## src/rtl/vga_frame_scaler.sv

```systemverilog
// Framebuffer display stage: integer power-of-two upscaling, frame-synchronous colour modes
// and a control pipeline aligned to the framebuffer read latency.
module vga_frame_scaler #(
   parameter logic c_synch_act    = 1'b0,
   parameter int   c_img_cols     = 80,
   parameter int   c_img_rows     = 60,
   parameter int   c_nb_img_pxls  = 13,
   parameter int   c_scale_log2   = 2,
   parameter int   c_mem_lat      = 1,
   parameter int   c_nb_buf_red   = 4,
   parameter int   c_nb_buf_green = 4,
   parameter int   c_nb_buf_blue  = 4,
   parameter int   c_nb_buf       = c_nb_buf_red + c_nb_buf_green + c_nb_buf_blue,
   parameter int   c_nb_out       = 4
) (
   input  logic                      clk,
   input  logic                      rst,
   input  logic                      new_pxl,
   input  logic                      visible,
   input  logic                      hsync,
   input  logic                      vsync,
   input  logic [9:0]                col,
   input  logic [9:0]                row,
   input  logic [1:0]                mode,
   input  logic [3*c_nb_out-1:0]     bg_color,
   input  logic [c_nb_buf-1:0]       frame_pixel,
   output logic [c_nb_img_pxls-1:0]  frame_addr,
   output logic                      frame_done,
   output logic                      hsync_out,
   output logic                      vsync_out,
   output logic [c_nb_out-1:0]       vga_red,
   output logic [c_nb_out-1:0]       vga_green,
   output logic [c_nb_out-1:0]       vga_blue
);

   localparam int W_PX  = c_img_cols << c_scale_log2;
   localparam int H_PX  = c_img_rows << c_scale_log2;
   localparam int SUB_W = (c_scale_log2 > 0) ? c_scale_log2 : 1;
   localparam int R_LSB = c_nb_buf_green + c_nb_buf_blue;
   localparam int G_LSB = c_nb_buf_blue;

   localparam logic [10:0]              WIN_W     = 11'(W_PX);
   localparam logic [10:0]              WIN_H     = 11'(H_PX);
   localparam logic [10:0]              LAST_COL  = 11'(W_PX - 1);
   localparam logic [10:0]              LAST_ROW  = 11'(H_PX - 1);
   localparam logic [12:0]              BAR_DIV   = 13'(W_PX);
   localparam logic [SUB_W-1:0]         SUB_MAX   = SUB_W'((1 << c_scale_log2) - 1);
   localparam logic [SUB_W-1:0]         SUB_ONE   = SUB_W'(1);
   localparam logic [c_nb_img_pxls-1:0] ADDR_ONE  = c_nb_img_pxls'(1);
   localparam logic [c_nb_img_pxls-1:0] LINE_STEP = c_nb_img_pxls'(c_img_cols);

   // Narrow fields repeat from their MSB downward; wide fields keep their MSBs.
   function automatic logic [c_nb_out-1:0] widen(input logic [c_nb_buf-1:0] word,
                                                 input int lsb, input int nb);
      logic [c_nb_out-1:0] res;
      res = '0;
      for (int i = 0; i < c_nb_out; i++) begin
         res[i] = word[lsb + nb - 1 - ((c_nb_out - 1 - i) % nb)];
      end
      return res;
   endfunction

   logic                     in_win_s, row_in_s, last_col_s, last_row_s;
   logic [2:0]               bar_s;
   logic [12:0]              col8_s;
   logic [SUB_W-1:0]         x_sub_r, y_sub_r;
   logic [c_nb_img_pxls-1:0] line_base_r;
   logic [1:0]               mode_q_r;
   logic                     vis_p_r [c_mem_lat];
   logic                     win_p_r [c_mem_lat];
   logic                     hs_p_r  [c_mem_lat];
   logic                     vs_p_r  [c_mem_lat];
   logic [2:0]               bar_p_r [c_mem_lat];
   logic [c_nb_out-1:0]      red_s, green_s, blue_s;
   logic [c_nb_out-1:0]      pix_r_s, pix_g_s, pix_b_s;

   assign row_in_s   = {1'b0, row} < WIN_H;
   assign in_win_s   = ({1'b0, col} < WIN_W) && row_in_s;
   assign last_col_s = {1'b0, col} == LAST_COL;
   assign last_row_s = {1'b0, row} == LAST_ROW;
   assign col8_s     = {col, 3'b000};
   assign bar_s      = 3'(col8_s / BAR_DIV);

   // Address generator: each stored pixel repeats 2^S times per line, each line 2^S times.
   always_ff @(posedge clk or negedge rst) begin
      if (!rst) begin
         x_sub_r     <= '0;
         y_sub_r     <= '0;
         line_base_r <= '0;
         frame_addr  <= '0;
      end else if (!row_in_s) begin
         x_sub_r     <= '0;
         y_sub_r     <= '0;
         line_base_r <= '0;
         frame_addr  <= '0;
      end else if (new_pxl && in_win_s) begin
         if (last_col_s) begin
            x_sub_r <= '0;
            if (y_sub_r == SUB_MAX) begin
               line_base_r <= line_base_r + LINE_STEP;
               frame_addr  <= line_base_r + LINE_STEP;
               y_sub_r     <= '0;
            end else begin
               frame_addr <= line_base_r;
               y_sub_r    <= y_sub_r + SUB_ONE;
            end
         end else if (x_sub_r == SUB_MAX) begin
            x_sub_r    <= '0;
            frame_addr <= frame_addr + ADDR_ONE;
         end else begin
            x_sub_r <= x_sub_r + SUB_ONE;
         end
      end
   end

   // End-of-window pulse and the mode shadow that only updates during vsync.
   always_ff @(posedge clk or negedge rst) begin
      if (!rst) begin
         frame_done <= 1'b0;
         mode_q_r   <= 2'b00;
      end else begin
         frame_done <= new_pxl && in_win_s && last_col_s && last_row_s;
         if (vsync == c_synch_act) begin
            mode_q_r <= mode;
         end
      end
   end

   // Control pipeline delays coordinates-derived flags until frame_pixel is valid.
   always_ff @(posedge clk or negedge rst) begin
      if (!rst) begin
         for (int k = 0; k < c_mem_lat; k++) begin
            vis_p_r[k] <= 1'b0;
            win_p_r[k] <= 1'b0;
            hs_p_r[k]  <= ~c_synch_act;
            vs_p_r[k]  <= ~c_synch_act;
            bar_p_r[k] <= 3'b000;
         end
      end else begin
         vis_p_r[0] <= visible;
         win_p_r[0] <= in_win_s;
         hs_p_r[0]  <= hsync;
         vs_p_r[0]  <= vsync;
         bar_p_r[0] <= bar_s;
         for (int k = 1; k < c_mem_lat; k++) begin
            vis_p_r[k] <= vis_p_r[k-1];
            win_p_r[k] <= win_p_r[k-1];
            hs_p_r[k]  <= hs_p_r[k-1];
            vs_p_r[k]  <= vs_p_r[k-1];
            bar_p_r[k] <= bar_p_r[k-1];
         end
      end
   end

   // Mode decode of the aligned memory word.
   always_comb begin
      pix_r_s = '0;
      pix_g_s = '0;
      pix_b_s = '0;
      case (mode_q_r)
         2'd0: begin
            pix_r_s = widen(frame_pixel, R_LSB, c_nb_buf_red);
            pix_g_s = widen(frame_pixel, G_LSB, c_nb_buf_green);
            pix_b_s = widen(frame_pixel, 0, c_nb_buf_blue);
         end
         2'd1: begin
            pix_r_s = widen(frame_pixel, G_LSB, c_nb_buf_green);
            pix_g_s = pix_r_s;
            pix_b_s = pix_r_s;
         end
         2'd2: begin
            pix_r_s = widen(~frame_pixel, R_LSB, c_nb_buf_red);
            pix_g_s = widen(~frame_pixel, G_LSB, c_nb_buf_green);
            pix_b_s = widen(~frame_pixel, 0, c_nb_buf_blue);
         end
         2'd3: begin
            pix_r_s = {c_nb_out{bar_p_r[c_mem_lat-1][2]}};
            pix_g_s = {c_nb_out{bar_p_r[c_mem_lat-1][1]}};
            pix_b_s = {c_nb_out{bar_p_r[c_mem_lat-1][0]}};
         end
         default: begin
            pix_r_s = '0;
            pix_g_s = '0;
            pix_b_s = '0;
         end
      endcase
   end

   // Output select between blanking, background and window pixel.
   always_comb begin
      red_s   = '0;
      green_s = '0;
      blue_s  = '0;
      if (!vis_p_r[c_mem_lat-1]) begin
         red_s   = '0;
         green_s = '0;
         blue_s  = '0;
      end else if (!win_p_r[c_mem_lat-1]) begin
         red_s   = bg_color[3*c_nb_out-1 -: c_nb_out];
         green_s = bg_color[2*c_nb_out-1 -: c_nb_out];
         blue_s  = bg_color[c_nb_out-1:0];
      end else begin
         red_s   = pix_r_s;
         green_s = pix_g_s;
         blue_s  = pix_b_s;
      end
   end

   // Final register stage for colour and syncs.
   always_ff @(posedge clk or negedge rst) begin
      if (!rst) begin
         hsync_out <= ~c_synch_act;
         vsync_out <= ~c_synch_act;
         vga_red   <= '0;
         vga_green <= '0;
         vga_blue  <= '0;
      end else begin
         hsync_out <= hs_p_r[c_mem_lat-1];
         vsync_out <= vs_p_r[c_mem_lat-1];
         vga_red   <= red_s;
         vga_green <= green_s;
         vga_blue  <= blue_s;
      end
   end

endmodule

```

## config.mk

```make
export PLATFORM = sky130hd
export DESIGN_NAME = vga_frame_scaler
export DESIGN_NICKNAME = d
export VERILOG_FILES = /design/src/rtl/vga_frame_scaler.sv
export SDC_FILE = /design/constraint.sdc
export NUM_CORES = 1
export LEC_CHECK = 0
export BUFFER_PORTS_ARGS = -buffer_cell sky130_fd_sc_hd__clkbuf_2
export CAP_MARGIN = 0
export CELL_PAD_IN_SITES_DETAIL_PLACEMENT = 0
export CELL_PAD_IN_SITES_GLOBAL_PLACEMENT = 1
export CORE_MARGIN = 2
export CORE_UTILIZATION = 43
export CTS_CLUSTER_DIAMETER = 80
export DETAILED_ROUTE_END_ITERATION = 8
export PLACE_DENSITY = 0.94
export SYNTH_ARGS = -nofsm -noshare
export SYNTH_HDL_FRONTEND = slang
export SYNTH_SLANG_ARGS = --single-unit
```

## constraint.sdc

```tcl
create_clock -name clk -period 2.8 [get_ports clk]
set_input_delay 0.14 -clock clk [delete_from_list [all_inputs] [get_ports clk]]
set_output_delay 0.14 -clock clk [all_outputs]
set_load 0.02 [all_outputs]
```

* Yosys cells after proc, flatten, opt, wreduce, memory -nomap -nowiden
Index checks and enable logic that the tools add are counted. Widths: inputs -> output; s select.
Word-level totals: word-level logic and storage cells 67, input port bits 52, register bits 54, output and inout bits 28
Cells by class: div/mod/pow operators 1, reductions and logical operators 8, multiplexer cells 25, add/sub/neg operators 4, $lt $le $gt $ge 2, bitwise logic cells 1, equal/unequal tests 10
Operator list (count):
- $mux 13 | 8
- $pmux 4 s4 | 2
- $mux 4 | 6
- $mux 2 | 8
- $add 13x1->13 const B | 1
- $add 13x7->13 const B | 1
- $div 13x9->13 const B | 1
- $not 12->12 | 1
- $pmux 4 s3 | 1
- $eq 10x8->1 const B | 1
- $eq 10x9->1 const B | 1
- $lt 10x8->1 const B | 1
- $lt 10x9->1 const B | 1
- $eq 2x2->1 const B | 4
- $add 2x1->2 const B | 2
- $logic_and 1x1->1 | 4
- $ne 2x1->1 const B | 2
- $reduce_and 2->1 | 2
- $ne 3x1->1 const B | 1
- $eq 2x1->1 const B | 1
- $logic_not 2->1 | 1
- $reduce_or 2->1 | 1

* Logic depth before layout (Yosys ltp)
Gate-level depths: netlist of the first run.
depth after elaboration 5, mapped depth 8

* Worst setup path after synthesis of the first run
No wires, ideal clock.
kind register to register, start point reg frame_addr[0], end point reg frame_addr[12], arrival 1.625 ns, cell stages (with the launch flop) 7, required time 2.723 ns, setup slack 1.098 ns, clock period less this slack 1.702 ns, path buffers 0, setup time 0.077 ns, cells stage by stage dfrtp_1 > ha_1 > and3_1 > and3_1 > nand2_1 > o32a_1 > o21ai_1
Between the ends: cells in the longest elaborated chain, start to end 5
RTL lines:
- start, declared | line 27 | output logic [c_nb_img_pxls-1:0] frame_addr,
- start signal, assigned | line 101 | frame_addr <= line_base_r + LINE_STEP;
- start signal, assigned | line 104 | frame_addr <= line_base_r;
- start signal, assigned | line 109 | frame_addr <= frame_addr + ADDR_ONE;
- $add 13x1->13 | line 109
- $mux 13 | line 107 | end else if (x_sub_r == SUB_MAX) begin
- $mux 13 | line 97 | if (last_col_s) begin
- $mux 13 | line 96 | end else if (new_pxl && in_win_s) begin
- $mux 13 | line 91 | end else if (!row_in_s) begin
Every way passes these cells. The select of a mux whose other input is x is not followed. A chain may end at the register's enable or synchronous reset.

* Worst setup path in the final report of the first run
start point reg y_sub_r[0], end point reg frame_addr[10]
Between the ends: cells in the longest elaborated chain, start to end 5
RTL lines:
- start, declared | line 66 | logic [SUB_W-1:0] x_sub_r, y_sub_r;
- start signal, assigned | line 105 | y_sub_r <= y_sub_r + SUB_ONE;
- $eq 2x2->1 | line 99 | if (y_sub_r == SUB_MAX) begin
- $mux 13 | line 99
- $mux 13 | line 97
- $mux 13 | line 96
- $mux 13 | line 91
Every way passes these cells. The select of a mux whose other input is x is not followed.

==> results of run 1 <==
## flip-flops by register name, summed over array words and instances (netlist names)
name         count
hsync_out        1
vis_p_r          1
vga_red          4
win_p_r          1
mode_q_r         2
line_base_r      9
bar_p_r          3
vsync_out        1
vga_green        4
vs_p_r           1
y_sub_r          2
vga_blue         4
hs_p_r           1
frame_done       1
frame_addr      13
x_sub_r          2
## stage by stage
step	instance area, sq um	hold slack (ps)	util [%]	setup slack, ps	std cells
3_5_place_dp	3550	92.6	49.7	874	496
2_1_floorplan	3120	-156	-	1100	339
6_report	3700	65.6	51.9	902	508
3_3_place_gp	3550	81.5	49.7	914	496
5_1_grt	3700	52.5	51.9	718	508
4_1_cts	3700	55.8	51.9	896	508
## metal layers
metal / wire (um) / vias up / share of wire, % / track usage, %
li1: - / 1364 / - / -
met1: 3400 / 1305 / 48 / 26.7
met2: 3300 / 86 / 46 / 28.8
met3: 388 / 4 / 5.4 / 3.79
met4: 51 / 0 / 0.71 / 4.07
met5: 0 / - / 0 / 0
## layout by cell type, fill, tap and decap left out, types with 5 or more instances in the layout
| cell | Yosys | final |
|---|---|---|
| o21ai_0 | 17 | 17 |
| mux2i_1 | 11 | 11 |
| and3_1 | 5 | 5 |
| o211ai_1 | 14 | 14 |
| clkbuf_8 | 0 | 5 |
| a211oi_1 | 9 | 9 |
| o22a_1 | 6 | 6 |
| clkbuf_2 | 1 | 79 |
| o21ai_1 | 10 | 10 |
| nand2b_1 | 9 | 9 |
| a21oi_1 | 15 | 15 |
| nand3_1 | 16 | 16 |
| nor3b_1 | 5 | 5 |
| xor2_1 | 11 | 11 |
| dfrtp_1 | 46 | 46 |
| nor2_1 | 27 | 27 |
| nor3_1 | 6 | 6 |
| nand2_1 | 15 | 15 |
| xnor2_1 | 16 | 16 |
| nor2b_1 | 17 | 17 |
| inv_1 | 5 | 5 |
## power groups by stage
stage / registers [mW] / logic [mW] / clock network [mW]
2_1_floorplan: 0.785 / 0.158 / 0
3_3_place_gp: 0.790 / 0.240 / 0
3_5_place_dp: 0.791 / 0.243 / 0
4_1_cts: 0.777 / 0.249 / 0.529
5_1_grt: 0.783 / 0.277 / 0.556
6_report: 0.777 / 0.247 / 0.508
## critical path, cell delays in order (launching register included)
cell,delay [ps]
dfrtp_1,390
ha_1,370
o211ai_1,250
or2_2,370
xor2_1,140
a21oi_1,80
o22a_1,180
## area by class of cell
cell class	instances	area (sq um)	share of cell area, %
Sequential cell	50	1260	33.9
Clock inverter	3	45.0	1.22
Tap cell	99	124	3.35
Inverter	5	18.8	0.507
Multi-Input combinational cell	259	1720	46.6
Timing Repair Buffer	87	465	12.6
Clock buffer	5	68.8	1.86
## worst paths after layout
| path | start | endpoint | slack (ps) | depth (start not counted) |
|---|---|---|---|---|
| max | y_sub_r[0] | frame_addr[10] | 900 | 6 |
| min | mode[0] | mode_q_r[0] | 70 | 2 |
| max reg2reg | y_sub_r[0] | frame_addr[10] | 900 | 6 |
| min reg2reg | hs_p_r | hsync_out | 360 | 0 |
| max in group asynchronous | rst | line_base_r[7] | 1700 | 3 |
| min in group asynchronous | rst | vis_p_r | 300 | 2 |
## what timing repair did
action                                 4_1_cts  5_1_grt
hold buffers                                 4        0
buffers inserted                             0        0
endpoints found under the hold margin       15        0
## logic make-up (layout without fill, tap and decap cells)
group / count (synthesis) / after routing / share of synthesized area (%)
AND/OR/NAND/NOR: 123 / 123 / 22.5
AO/OA/AOI/OAI: 92 / 92 / 19.2
flip-flops: 50 / 50 / 40.2
buffers and inverters: 30 / 100 / 4.65
XOR/XNOR: 27 / 27 / 7.57
multiplexers: 13 / 13 / 4.25
adder cells (fa/ha/maj): 4 / 4 / 1.60
==> flow_summary.ini, run 1 <==
[pwr]
seq_power_share_pct = 50.7
cellPowerDensity_nw_per_um2 = 414
p_clk_share_pct = 33.1
peakVddDrop_v = 0.000281
cellLeakagePower_nw = 1.66
power_switching_uw = 408
power_frac_comb_pct = 16.1
sw_frac_of_total_pct = 26.7
total_power_mw = 1.53
intPower_mw = 1.12

[critical_path]
cp_max_fo = 10
crit_arrival_ps = 2100
cp.required_ps = 3000
criticalPathCategory = reg -> reg
end_kind = register
worstSetupStartpointType = register

[die]
fp.dieH_um = 89.2
start_util_pct = 43.8
num_rows = 31
die-area_sq_um = 7960
fp.coreArea_sq_um = 7140
chipWidth_um = 89.2
io_pins = 80

[clock_tree]
cts-root-buf = clkbuf_8
htreeDepth = 2
cts_tree = built
cts.sinks = 50
numCtsBuffers = 5
clk_pin_slew_ps = 100
clockBufferDepth = 2
cts_resized = 0
clkLatencyLatePin_ps = 300

[yosys]
synth_top_area_share_pct = 36.8
syn-cell-area_sq_um = 3120
ys_ff_latch = 50
yosysMostFrequentCell = dfrtp_1
synth_ff_type = dfrtp_1
yosysWarnings = 0
yosys-top-cells-area = dfrtp_1 37%, xnor2_1 4.5%, mux2i_1 3.5%, nor2b_1 3.4%, dfstp_2 3.4%
synth-async-reset-ratio_pct = 100
syn_nets = 395
yosys.area.top_type = dfrtp_1
synthCells = 339
synth_commonest_cells = 46 x dfrtp_1, 27 x nor2_1, 17 x nor2b_1, 17 x o21ai_0
synth-edff-count = 0
synth.avg_cell_area_sq_um = 9.22
ys_types = 56
yosysSeqAreaShare_pct = 40.2

[layout]
layout-drive-gt1-share_pct = 25.7
nets = 464
diodes = 0
area_growth_pct = 18.5
nFillCells = 688

[job]
maxCapViolCount = 0

[drt]
drc = 0
num_vias = 2759
first_iter_violations = 149
drt_wl_total_mm = 7.13
wl_per_cell_um = 14.0
vias_per_cell = 5.43
dr.pass1.iters = 4
antenna_left = 0

[timing]
hold_viol_final = 0
rsz0062_at_grt = false
tns_ps = 0
min_period_over_period_pct = 67.8
worst_pin_slew_ps = 882
slew_headroom_pct = 41.2
timing.fmax_mhz = 527
setup_violations = 0
skew_ps = 13.1
period_needed_ps = 1900
final_max_slew_viol_count = 0

[global_routing]
grt_pass1_wl_mm = 11.6
grt_pass1_vias = 2466
overflow = 0
grt_max_degree = 35
antenna_found_initial = 0
track_usage_pct = 18.5

[place]
dpl.hpwl_mm = 5.15
gp_congestion = 0.812
port_buffers = 79

[worst_hold_path]
hold_class = in -> reg

[outcome]
status = completed
Note: power is estimated with default switching activity, not from simulation.
==> inputs of run 2 (changes only) <==
CORE_UTILIZATION = 40   (was 43)
PLACE_DENSITY = 0.88   (was 0.94)
clock period = 1.75 ns   (was 2.8 ns; I/O delays follow)
==> run 2 against run 1 <==
Sequential cell count unchanged; highest routed layer unchanged; sequential share of layout area down 1.8 points; register-to-register slack worse by 790 ps.
==> flow_summary.ini, run 2 (synthesis gave the netlist of run 1 again) <==
[timing]
hold_slack_ps = 17.6
worst_pin_slew_ps = 490
rsz0062_at_grt = false
setup_violations = 0
setup_ws_ps = 110
slew_headroom_pct = 67.3
min_period_over_period_pct = 93.7
period_needed_ps = 1640
final_max_slew_viol_count = 0
timing.fmax_mhz = 610
tns_ps = 0
skew_ps = 11.5
hold_viol_final = 0

[critical_path]
crit_arrival_ps = 1890
critPathTopFamily = compound AO/OA/AOI/OAI gates
cp.required_ps = 2000
cp_slowest_stage_delay_ps = 440
crit_chain = ha_1, and3_1, and3_1, a41o_1, a21oi_1, o22a_1
cp_max_fo = 5
criticalPathCategory = reg -> reg
worstSetupStartpointType = register
cpMostUsedCell = and3_1
cpMaxStageDelayCell = dfrtp_1
end_kind = register
critPathBufInv = 0

[die]
num_rows = 32
io_pins = 80
die-area_sq_um = 8530
chipWidth_um = 92.4
fp.dieH_um = 92.4
fp.coreArea_sq_um = 7650
start_util_pct = 40.9

[clock_tree]
cts.sinks = 50
clk_pin_slew_ps = 100
clkLatencyLatePin_ps = 300
htreeDepth = 2
cts-root-buf = clkbuf_8
cts_tree = built
clockBufferDepth = 2
numCtsBuffers = 5

[layout]
largest_reg_flops = 13
final_cell_mix = 79 x clkbuf_2, 46 x dfrtp_1, 27 x nor2_1, 25 x buf_4
largestRegisters = frame_addr: 13 flops, line_base_r: 9 flops
diodes = 0
area_growth_pct = 25.2
design_area_sq_um = 3910
mostFrequentLayoutCell = clkbuf_2
top_register = frame_addr
nets = 488
layout-drive-gt1-share_pct = 30.3

[drt]
drt_wl_total_mm = 7.67
first_iter_violations = 131
vias_per_cell = 5.30
dr.pass1.iters = 4
drc = 0
wl_per_cell_um = 14.3
antenna_left = 0
num_vias = 2835

[global_routing]
antenna_found_initial = 0
track_usage_pct = 18.2
grt_pass1_vias = 2692
grt_max_degree = 33
grt_pass1_wl_mm = 12.6
overflow = 0

[worst_hold_path]
hold_class = in -> reg

[place]
dpl.hpwl_mm = 5.73
gp_congestion = 0.797
port_buffers = 79
pre_cts_ws_ps = 44.2
placed_area_sq_um = 3760

[pwr]
cellLeakagePower_nw = 1.79
cellPowerDensity_nw_per_um2 = 609
peakVddDrop_v = 0.000339

[job]
maxCapViolCount = 0

[outcome]
status = completed
-- run 2: per-layer routing --
metal / vias up / share of wire [%] / global-route usage [%]
met2: 56 / 48 / 30.2
met5: - / 0 / 0
met4: 0 / 0.89 / 4.10
met3: 6 / 3.5 / 2.36
li1: 1411 / - / -
met1: 1362 / 48 / 25.5
-- run 2: worst register-to-register path, cell delays in order (launching register included) --
cell and delay [ps]:
dfrtp_1 440, ha_1 210, and3_1 190, and3_1 240, a41o_1 250, a21oi_1 110, o22a_1 140
-- run 2: cell type report --
type                            instances  area (sq um)
Fill cell                             735          3730
Multi-Input combinational cell        259          1740
Sequential cell                        50          1260
Timing Repair Buffer                  111           683
Tap cell                              102           128
Clock buffer                            7          86.3
Inverter                                5          18.8
Clock inverter                          1          5.00
-- run 2: stage by stage --
stage                     total power, mW  util (%)  cells
after detailed placement             1.70      49.2    522
after CTS                            2.41      50.9    534
final                                2.38      51.2    535
after global placement               1.69      49.2    522
after floorplan                      1.51         -    339
after global routing                 2.51      51.2    535
-- run 2: final timing paths --
path	from	end	slack, ps	cells after the start
worst max-delay path	frame_addr[1]	frame_addr[10]	110	6
worst min-delay path	mode[0]	mode_q_r[0]	20	2
worst max register to register	frame_addr[1]	frame_addr[10]	110	6
worst min register to register	hs_p_r	hsync_out	360	0
max in group asynchronous	rst	line_base_r[9]	910	3
min in group asynchronous	rst	vis_p_r	290	2
-- run 2: report_power, final --
part	switching, mW	internal (mW)	leakage [nW]	total [mW]
logic	0.257	0.209	1.08	0.466
clock network	0.381	0.320	0.0482	0.701
registers	0.0194	1.20	0.658	1.22
-- run 2: repair_timing --
action,CTS,global route
hold endpoints to repair,17,0
setup buffers,0,1
hold buffers,4,0
gates resized for setup,0,3
setup endpoints to repair,0,7
==> inputs of run 3 (changes only) <==
clock period = 1.83 ns   (was 1.75 ns; I/O delays follow)
==> run 3 against run 2 <==
Total power is 4.7% lower; sequential power is 4% lower; wire length fell by 2.9%; global-route usage barely moved; via count fell by 1.4%; combinational power shrank 9.9%; clock power is 3.4% lower; critical path depth unchanged; utilization decreased by 0.95 points.
==> flow_summary.ini, run 3 (synthesis gave the netlist of run 1 again) <==
[drt]
antenna_left = 0
vias_per_cell = 5.30
num_vias = 2794
wl_per_cell_um = 14.1
dr.pass1.iters = 4
first_iter_violations = 112
drc = 0
drt_wl_total_mm = 7.45

[die]
fp.coreArea_sq_um = 7650
start_util_pct = 40.9
die-area_sq_um = 8530
num_rows = 32
chipWidth_um = 92.4
fp.dieH_um = 92.4
io_pins = 80

[critical_path]
crit_arrival_ps = 1970
cpMaxStageDelayCell = dfrtp_2
cp_slowest_stage_delay_ps = 440
end_kind = register
cpMostUsedCell = and3_2
critPathBufInv = 0
crit_chain = ha_1, and3_2, and3_2, a41o_1, a21oi_1, o22a_1
criticalPathCategory = reg -> reg
cp.required_ps = 2090
worstSetupStartpointType = register
cp_max_fo = 6
critPathTopFamily = compound AO/OA/AOI/OAI gates

[layout]
largestRegisters = frame_addr: 13 flops, line_base_r: 9 flops
diodes = 0
design_area_sq_um = 3840
post-route-util_pct = 50.2
top_register = frame_addr
layout-drive-gt1-share_pct = 30.1
nets = 480
largest_reg_flops = 13
area_growth_pct = 22.9
final_cell_mix = 79 x clkbuf_2, 44 x dfrtp_1, 27 x nor2_1, 19 x buf_4
mostFrequentLayoutCell = clkbuf_2
final_cells = 527

[place]
port_buffers = 79
dp_cells = 514
gp_congestion = 0.833
dpl.hpwl_mm = 5.49
placed_area_sq_um = 3680

[timing]
setup_violations = 0
worst_pin_slew_ps = 658
slew_headroom_pct = 56.2
hold_viol_final = 0
final_max_slew_viol_count = 0
timing.fmax_mhz = 584
skew_ps = 14.2
period_needed_ps = 1710
min_period_over_period_pct = 93.6
tns_ps = 0

[global_routing]
grt_pass1_wl_mm = 12.7
overflow = 0
track_usage_pct = 18.2
grt_pass1_vias = 2662
grt_max_degree = 51
antenna_found_initial = 0

[clock_tree]
numCtsBuffers = 5
cts_tree = built
clk_pin_slew_ps = 100
cts.sinks = 50
htreeDepth = 2
clkLatencyLatePin_ps = 310
cts-root-buf = clkbuf_8
clockBufferDepth = 2

[pwr]
peakVddDrop_v = 0.000242
cellLeakagePower_nw = 1.74
cellPowerDensity_nw_per_um2 = 591

[job]
maxCapViolCount = 0

[worst_hold_path]
hold_class = in -> reg

[outcome]
status = completed
-- run 3: cell types whose count changed in the layout (fill, tap and decap cells not counted), moves of 2 or more --
cell | previous run | this run
dfrtp_1 | 46 | 44
and3_1 | 5 | 3
dfrtp_2 | 0 | 2
buf_4 | 25 | 19
and3_2 | 0 | 2
buf_12 | 3 | 1
-- run 3: what timing repair did --
item,4_1_cts,5_1_grt
hold buffers,4,0
hold endpoints to repair,49,0
endpoints found under the setup margin,0,3
buffers inserted,0,1
gates resized for setup,0,7
-- run 3: per-stage QoR --
step	hold slack [ps]	worst slack, ps	power (mW)
finish	18.9	116	2.27
global route	7.38	-1.14	2.40
CTS	8.52	119	2.29
detailed placement	109	147	1.61
global placement	103	174	1.60
floorplan	-204	128	1.44
-- run 3: path summary, 6_finish.rpt --
kind | from | endpoint | slack (ps) | cells past startpoint
max in group asynchronous | rst | hs_p_r | 1230 | 3
min in group asynchronous | rst | vis_p_r | 300 | 3
worst max-delay path | frame_addr[0] | frame_addr[10] | 120 | 6
worst min register to register | hs_p_r | hsync_out | 360 | 0
worst min-delay path | mode[0] | mode_q_r[0] | 20 | 2
worst max register to register | frame_addr[0] | frame_addr[10] | 120 | 6
-- run 3: cell type report --
type                    count  area (sq um)
inverters                   5          18.8
flip-flops and latches     50          1260
well taps                 102           128
repair buffers            103           598
clock buffers               6          82.6
multi-input cells         259          1740
clock inverters             2          12.5
fillers                   728          3810
-- run 3: routing by layer --
layer	GRT usage (%)	wire, um
met1	26.0	3560
met2	28.8	3480
met3	2.60	303
met4	5.22	102
met5	0	0
-- run 3: where the power goes --
group	internal (mW)	total, mW	switching (mW)	leakage [nW]
logic	0.189	0.420	0.231	1.04
registers	1.14	1.17	0.0286	0.655
clock network	0.305	0.677	0.372	0.0472
total	1.64	2.27	0.632	1.74
